File: config.mk
export PLATFORM = sky130hd
export DESIGN_NAME = result_uart_tx
export DESIGN_NICKNAME = d
export VERILOG_FILES = /design/src/rtl/result_uart_tx.sv
export SDC_FILE = /design/constraint.sdc
export NUM_CORES = 1
export LEC_CHECK = 0
export CAP_MARGIN = 15
export CORE_ASPECT_RATIO = 1.2
export CORE_MARGIN = 2
export CORE_UTILIZATION = 25
export DETAILED_ROUTE_END_ITERATION = 8
export DONT_BUFFER_PORTS = 1
export GPL_TIMING_DRIVEN = 0
export SYNTH_ARGS = -nofsm -noshare
export SYNTH_HDL_FRONTEND = slang
export SYNTH_SLANG_ARGS = --single-unit
File: constraint.sdc
create_clock -name clk -period 5.85 [get_ports clk]
set_clock_uncertainty 0.05 [all_clocks]
set_input_delay 1.17 -clock clk [delete_from_list [all_inputs] [get_ports clk]]
set_output_delay 1.17 -clock clk [all_outputs]
set_load 0.005 [all_outputs]
File: src/rtl/result_uart_tx.sv
`default_nettype none
// ============================================================================
// Module  : result_uart_tx
// Brief   : FIFO-buffered UART transmitter for result bytes. The frame is 8N1 by
//           default, or 8E1 when RESULT_UART_PARITY_EN is defined.
// Revision: 1.0 - initial release
// ============================================================================
module result_uart_tx #(
  parameter int CLKS_PER_BIT = 16,
  parameter int FIFO_DEPTH   = 4
) (
  input  logic                        clk,
  input  logic                        rst,
  input  logic [7:0]                  in_data,
  input  logic                        in_valid,
  output logic                        in_ready,
  output logic                        tx,
  output logic                        busy,
  output logic                        tx_done,
  output logic [$clog2(FIFO_DEPTH):0] fifo_count
);

  localparam int               c_aw      = $clog2(FIFO_DEPTH);
  localparam int               c_cw      = c_aw + 1;
  localparam logic [c_cw-1:0]  c_depth   = c_cw'(FIFO_DEPTH);
  localparam logic [c_aw-1:0]  c_ptr_one = c_aw'(1);
  localparam logic [15:0]      c_last    = 16'(CLKS_PER_BIT - 1);

  typedef enum logic [2:0] {
    S_IDLE   = 3'd0,
    S_START  = 3'd1,
    S_DATA   = 3'd2,
`ifdef RESULT_UART_PARITY_EN
    S_PARITY = 3'd3,
`endif
    S_STOP   = 3'd4
  } state_e;

  state_e            state_q, state_d;
  logic [15:0]       baud_q, baud_d;
  logic [2:0]        bit_q, bit_d;
  logic [7:0]        shift_q, shift_d;
  logic              tx_q, tx_d;
  logic [c_aw-1:0]   wr_ptr_q, rd_ptr_q;
  logic [c_cw-1:0]   count_q, count_d;
  logic [7:0]        mem_q [FIFO_DEPTH];
  logic              w_push, w_pop, w_baud_last;

  assign in_ready    = (count_q != c_depth);
  assign fifo_count  = count_q;
  assign tx          = tx_q;
  assign busy        = (state_q != S_IDLE) || (count_q != '0);
  assign w_push      = in_valid && in_ready;
  assign w_pop       = (state_q == S_IDLE) && (count_q != '0);
  assign w_baud_last = (baud_q == c_last);

  always_ff @(posedge clk) begin
    if (w_push) begin
      mem_q[wr_ptr_q] <= in_data;
    end
  end

  always_comb begin
    count_d = count_q;
    case ({w_push, w_pop})
      2'b10:   count_d = count_q + c_cw'(1);
      2'b01:   count_d = count_q - c_cw'(1);
      default: count_d = count_q;
    endcase
  end

  always_comb begin
    state_d = state_q;
    baud_d  = baud_q + 16'd1;
    bit_d   = bit_q;
    shift_d = shift_q;
    tx_done = 1'b0;
    case (state_q)
      S_IDLE: begin
        baud_d = '0;
        if (w_pop) begin
          state_d = S_START;
          shift_d = mem_q[rd_ptr_q];
          bit_d   = '0;
        end
      end
      S_START: begin
        if (w_baud_last) begin
          state_d = S_DATA;
          baud_d  = '0;
          bit_d   = '0;
        end
      end
      S_DATA: begin
        if (w_baud_last) begin
          baud_d = '0;
          if (bit_q == 3'd7) begin
`ifdef RESULT_UART_PARITY_EN
            state_d = S_PARITY;
`else
            state_d = S_STOP;
`endif
          end else begin
            bit_d = bit_q + 3'd1;
          end
        end
      end
`ifdef RESULT_UART_PARITY_EN
      S_PARITY: begin
        if (w_baud_last) begin
          state_d = S_STOP;
          baud_d  = '0;
        end
      end
`endif
      S_STOP: begin
        if (w_baud_last) begin
          state_d = S_IDLE;
          baud_d  = '0;
          tx_done = 1'b1;
        end
      end
      default: begin
        state_d = S_IDLE;
        baud_d  = '0;
      end
    endcase
  end

  // The line level is chosen from the upcoming state so tx changes on the same edge as the FSM.
  always_comb begin
    tx_d = 1'b1;
    case (state_d)
      S_START:  tx_d = 1'b0;
      S_DATA:   tx_d = shift_d[bit_d];
`ifdef RESULT_UART_PARITY_EN
      S_PARITY: tx_d = ^shift_d;
`endif
      default:  tx_d = 1'b1;
    endcase
  end

  always_ff @(posedge clk or posedge rst) begin
    if (rst) begin
      state_q  <= S_IDLE;
      baud_q   <= '0;
      bit_q    <= '0;
      shift_q  <= '0;
      tx_q     <= 1'b1;
      wr_ptr_q <= '0;
      rd_ptr_q <= '0;
      count_q  <= '0;
    end else begin
      state_q  <= state_d;
      baud_q   <= baud_d;
      bit_q    <= bit_d;
      shift_q  <= shift_d;
      tx_q     <= tx_d;
      count_q  <= count_d;
      if (w_push) wr_ptr_q <= wr_ptr_q + c_ptr_one;
      if (w_pop)  rd_ptr_q <= rd_ptr_q + c_ptr_one;
    end
  end

endmodule
`default_nettype wire

After elaboration in Yosys (flattened, before gate mapping) --
Memories as Yosys holds them, arrays and structs flattened. Index checks and enable logic that the tools add are counted.
Storage, ports and cells: register bits after elaboration 38, bits in writable memories 32, bits of input ports 11, output and inout port bits 7, word-level logic and storage cells 57, memories 1
Memories:
- mem_q | words 4, bits a word 8, read ports 1, clocked after Yosys merged registers in 0, write ports 1, line 46 | logic [7:0] mem_q [FIFO_DEPTH];
Operators by class: $add $sub $neg 6, $lt $le $gt $ge 1, eq/ne operators 10, muxes and demuxes 23, reduce and logical (&&, ||, !) cells 8
Operator list (count):
- 2-to-1 mux 16 bit | 2
- 2-to-1 mux 3 bit | 9
- adder 16 x 1 -> 16 bit (second input constant) | 1
- == test 16 x 4 -> 1 bit (second input constant) | 1
- 2-to-1 mux 8 bit | 2
- case mux 3 bit (4 select lines) | 1
- case mux 3 bit (3 select lines) | 1
- adder 3 x 1 -> 3 bit (second input constant) | 2
- == test 3 x 1 -> 1 bit (second input constant) | 2
- == test 3 x 2 -> 1 bit (second input constant) | 2
- == test 3 bit (second input constant) | 2
- case mux 3 bit (2 select lines) | 1
- nonzero test 3 bit | 2
- 2-to-1 mux 1 bit | 5
- adder 2 x 1 -> 2 bit (second input constant) | 2
- < comparator 3 x 4 -> 1 bit (second input constant) | 1
- binary-select mux 1 bit (select 3 bit) | 1
- zero test 3 bit | 1
- inequality test 3 bit (second input constant) | 1
- OR reduction 3 bit | 1
- subtractor 3 x 1 -> 3 bit (second input constant) | 1
- == test 2 x 1 -> 1 bit (second input constant) | 1
- == test 2 bit (second input constant) | 1
- logical AND 1 bit | 2
- 3 further kinds | 3

Longest topological paths before layout --
Gate-level depths: netlist of run 1.
depth after elaboration 7, gate-level depth with buffers 10, depth with buffers taken out 10

Least setup slack after synthesis of run 1 --
Ideal clock, no wire load.
path kind input to register, from in in_valid, to reg count_q[2], in the netlist fifo_count[2], setup time 79 ps, arrival 2341 ps, required time 5721 ps, slack 3380 ps, stages on the path 8, buffers on the path 0, path through and2_1 inv_1 ha_1 inv_1 fa_1 xor2_1 nor2_1 xor2_1
On the way: cells in the longest elaborated chain, start to end 3, elaborated cells on any way between the ends 5, classes of those cells 2 x eq/ne; 1 x mux; 2 x reduce/logical
Ends and longest elaborated chain:
- start, declared | line 15 | input logic in_valid,
- logical AND 1 bit * | line 53 | assign w_push = in_valid && in_ready;
- == test 2 x 1 -> 1 bit / == test 2 bit (equally long branches) | line 65 | case ({w_push, w_pop})
- case mux 3 bit (2 select lines) / nonzero test 2 bit (equally long branches)
- end signal, assigned | line 159 | count_q <= count_d;
- end, declared | line 45 | logic [c_cw-1:0] count_q, count_d;
Every way passes the cells marked *; elsewhere a longest branch is shown, timed or not. A chain may end at the register's enable or synchronous reset.

Worst setup path in the final report of run 1 --
from reg baud_q[0], to out tx_done
On the way: cells in the longest elaborated chain, start to end 3
Ends and longest elaborated chain:
- start, declared | line 40 | logic [15:0] baud_q, baud_d;
- start signal, assigned | line 155 | baud_q <= baud_d;
- == test 16 x 4 -> 1 bit | line 55 | assign w_baud_last = (baud_q == c_last);
- 2-to-1 mux 1 bit | line 117 | if (w_baud_last) begin
- 2-to-1 mux 1 bit | line 78 | case (state_q)
- end, declared | line 19 | output logic tx_done,
Every way passes these cells.

==> results.tsv, run 1 <==
metric	value	unit
post-route-period-util	49.3	%
first_pass_iters	4	
power.switching	0.311	mW
vdd_drop_max	0.194	mV
fmax	0.346	GHz
synth_seq_cells	70	
vias	1707	
slew_headroom	45.1	%
critPathKind	reg2out	
cts_sinks	70	
clkPwrFrac	40.3	%
ant_nets	0	
critPathMaxFanout	6	
synth_top_family_by_area	simple AND/OR/NAND/NOR gates	
rrSetupSlack	3.32	ns
cts_buffers	9	
dp_hpwl	3.58	mm
cts-root-buf	clkbuf_16	
critPathLaunchType	flip-flop	
cts_max_level	3	
synthesis.area	3120	sq um
r2r-end	tx	
cts.hold.buffers_added	0	
setup_viol	0	
ys_types	41	
ys_warn_count	0	
remaining_drc_errors	0	
die_w	106	um
layout_common_cells	dfrtp_1, edfxtp_1, nor2_1, nand2_1, xor2_1	
yosys-mux-area-fraction	10.3	%
track_usage	8.60	%
area_growth	15.4	%
ys_async_sr_fraction	54.3	%
synthFlopType	dfrtp_1	
netSwitchingFraction	25.3	%
yosys.area_share.simple	12.7	%
dieArea	13400	sq um
drt_iter0_drc	54	
nNetsFinal	257	
required	4.63	ns
clock_path_buffers	2	
drt-wirelength-per-cell	12.9	um
cap_violations	0	
power.leakage	1.40	nW
vias_per_cell	4.23	
crit_start	baud_q[0]	
io_pins	18	
powerDensity	342	nW/um^2
crit_end	tx_done	
seq_area_frac_synth	61.4	%
postSynthCellCount	227	
synth-adder-area-share	3.45	%
internal_power	0.919	mW
place_congestion	0.735	
critPathCaptureType	output port	
grt_first_pass_wirelength	8.80	mm
holdCritStartpoint	baud_q[0]	
rows	44	
arrival	1.67	ns
core-area	12100	sq um
grt_pass1_vias	1732	
slew_viol_final	0	
seqPwrFrac	49.7	%
grt_max_degree	39	
antenna_found_initial	0	
clk_latency	0.33	ns
synth-xor-area-share	5.90	%
synth_nets	246	
status	finished, final reports clean	
synth_enable_flop_cells	32	
hold_violations	0	
synth-compound-area-share	4.22	%
setup_tns	0	ns
rr_worst_depth	8	
drive_above_1_share	18.1	%
p_total	1.23	mW
port-buffer-count	0	
grt_overflow_total	0	
combPwrFrac	10.0	%
r2r_start	state_q[2]	
rsz0062_at_grt	false	
min_path_type	reg2reg	
syn_avg_cell_area	13.7	sq um
worstMarginPinSlew	0.824	ns
drt_wl_total	5.22	mm
postCtsSetupRepairBufs	0	
fin_crit	2.89	ns
clk_pin_slew	0.06	ns
cts.repair.resized	0	
cts_tree	done	
start_util	25.7	%
die_height	126	um
antenna_cells	0	
final_common_cell	dfrtp_1	
[power groups by stage]
stage | Sequential, mW | Clock [mW] | Combinational (mW)
finish | 0.611 | 0.496 | 0.123
global route | 0.617 | 0.530 | 0.141
CTS | 0.613 | 0.510 | 0.127
detailed placement | 0.622 | 0 | 0.125
global placement | 0.619 | 0 | 0.118
floorplan | 0.612 | 0 | 0.0949
[metal layers]
layer / global-route usage (%) / vias to the layer above / routed length, um
li1: - / 835 / -
met1: 10.5 / 842 / 2360
met2: 14.0 / 21 / 2600
met3: 2.93 / 9 / 177
met4: 3.48 / 0 / 86
met5: 0 / - / 0
[sequential cells by signal, indices dropped and copies added (netlist names)]
name        cells
mem_q          32
baud_q         16
shift_q         8
bit_q           3
fifo_count      3
state_q         3
rd_ptr_q        2
wr_ptr_q        2
tx              1
[worst min path at each step]
stage                endpoint  slack (ns)  cells after the start
finish              baud_q[0]        0.41                      1
global route        baud_q[0]        0.45                      1
CTS                 baud_q[0]        0.42                      1
detailed placement  baud_q[0]        0.41                      1
global placement    baud_q[0]        0.40                      1
floorplan           baud_q[0]        0.38                      1
[per-stage QoR]
stage / util, % / hold WS [ns] / cell area (sq um) / worst slack (ns) / instances
final: 29.7 / 0.414 / 3600 / 2.96 / 404
after global routing: 29.7 / 0.452 / 3600 / 2.85 / 404
after CTS: 29.7 / 0.418 / 3600 / 2.94 / 404
after detailed placement: 27.4 / 0.408 / 3320 / 3.31 / 388
after global placement: 27.4 / 0.400 / 3320 / 3.30 / 388
after floorplan: - / 0.383 / 3120 / 3.38 / 227
[cell families (layout without fill, tap and decap cells)]
kind of cell | count (synthesis) | after routing
XOR/XNOR | 21 | 21
buffers and inverters | 17 | 33
AO/OA/AOI/OAI | 17 | 17
flip-flops | 70 | 70
multiplexers | 21 | 21
AND/OR/NAND/NOR | 73 | 73
adder cells (fa/ha/maj) | 8 | 8
[worst max-delay path, stage by stage (launching register included)]
cell and delay [ns]:
dfrtp_1 0.37, ha_1 0.18, and3_1 0.26, and4_4 0.30, and3_2 0.23
[area by class of cell]
cell class / count / area [sq um]
clock buffers: 10 / 229
inverters: 12 / 45.0
well taps: 161 / 201
multi-input cells: 140 / 1140
clock inverters: 6 / 48.8
flip-flops and latches: 70 / 1910
fillers: 1253 / 8520
plain buffers: 5 / 18.8
[Yosys cell counts (all sizes together), types with 3 or more instances]
library cell / instances / area, sq um
nor3: 3 / 15.0
nand2: 14 / 52.6
nor2: 23 / 86.3
and3: 9 / 58.8
nand3: 8 / 40.0
mux2: 8 / 90.1
ha: 7 / 87.6
nand2b: 3 / 18.8
inv: 12 / 45.0
xor2: 11 / 96.3
o21ai: 6 / 30.0
nor4: 3 / 46.3
mux4: 8 / 180
a21oi: 4 / 20.0
clkbuf: 4 / 15.0
dfrtp: 37 / 926
edfxtp: 32 / 961
xnor2: 10 / 87.6
mux2i: 5 / 50.1
No activity file was read; power rests on OpenSTA's default activity.
==> run 2, diff against run 1 <==
clock period = 2.75 ns   (was 5.85 ns; I/O delays follow)
==> results of run 2 <==
The final DEF is identical to that of run 1. Status: finished, final reports clean.
Among the figures that moved: setup slack after placement 3.31 ns -> 0.209 ns; setup slack after layout 2.96 ns -> 0.218 ns; hold slack 0.414 ns -> 0.213 ns; start point of the critical path baud_q[0] -> state_q[2]; end point of the critical path tx_done -> tx; register-to-register setup slack 3.32 ns -> 0.22 ns; total power 1.23 mW -> 2.62 mW; worst IR drop on VDD 0.194 mV -> 0.413 mV
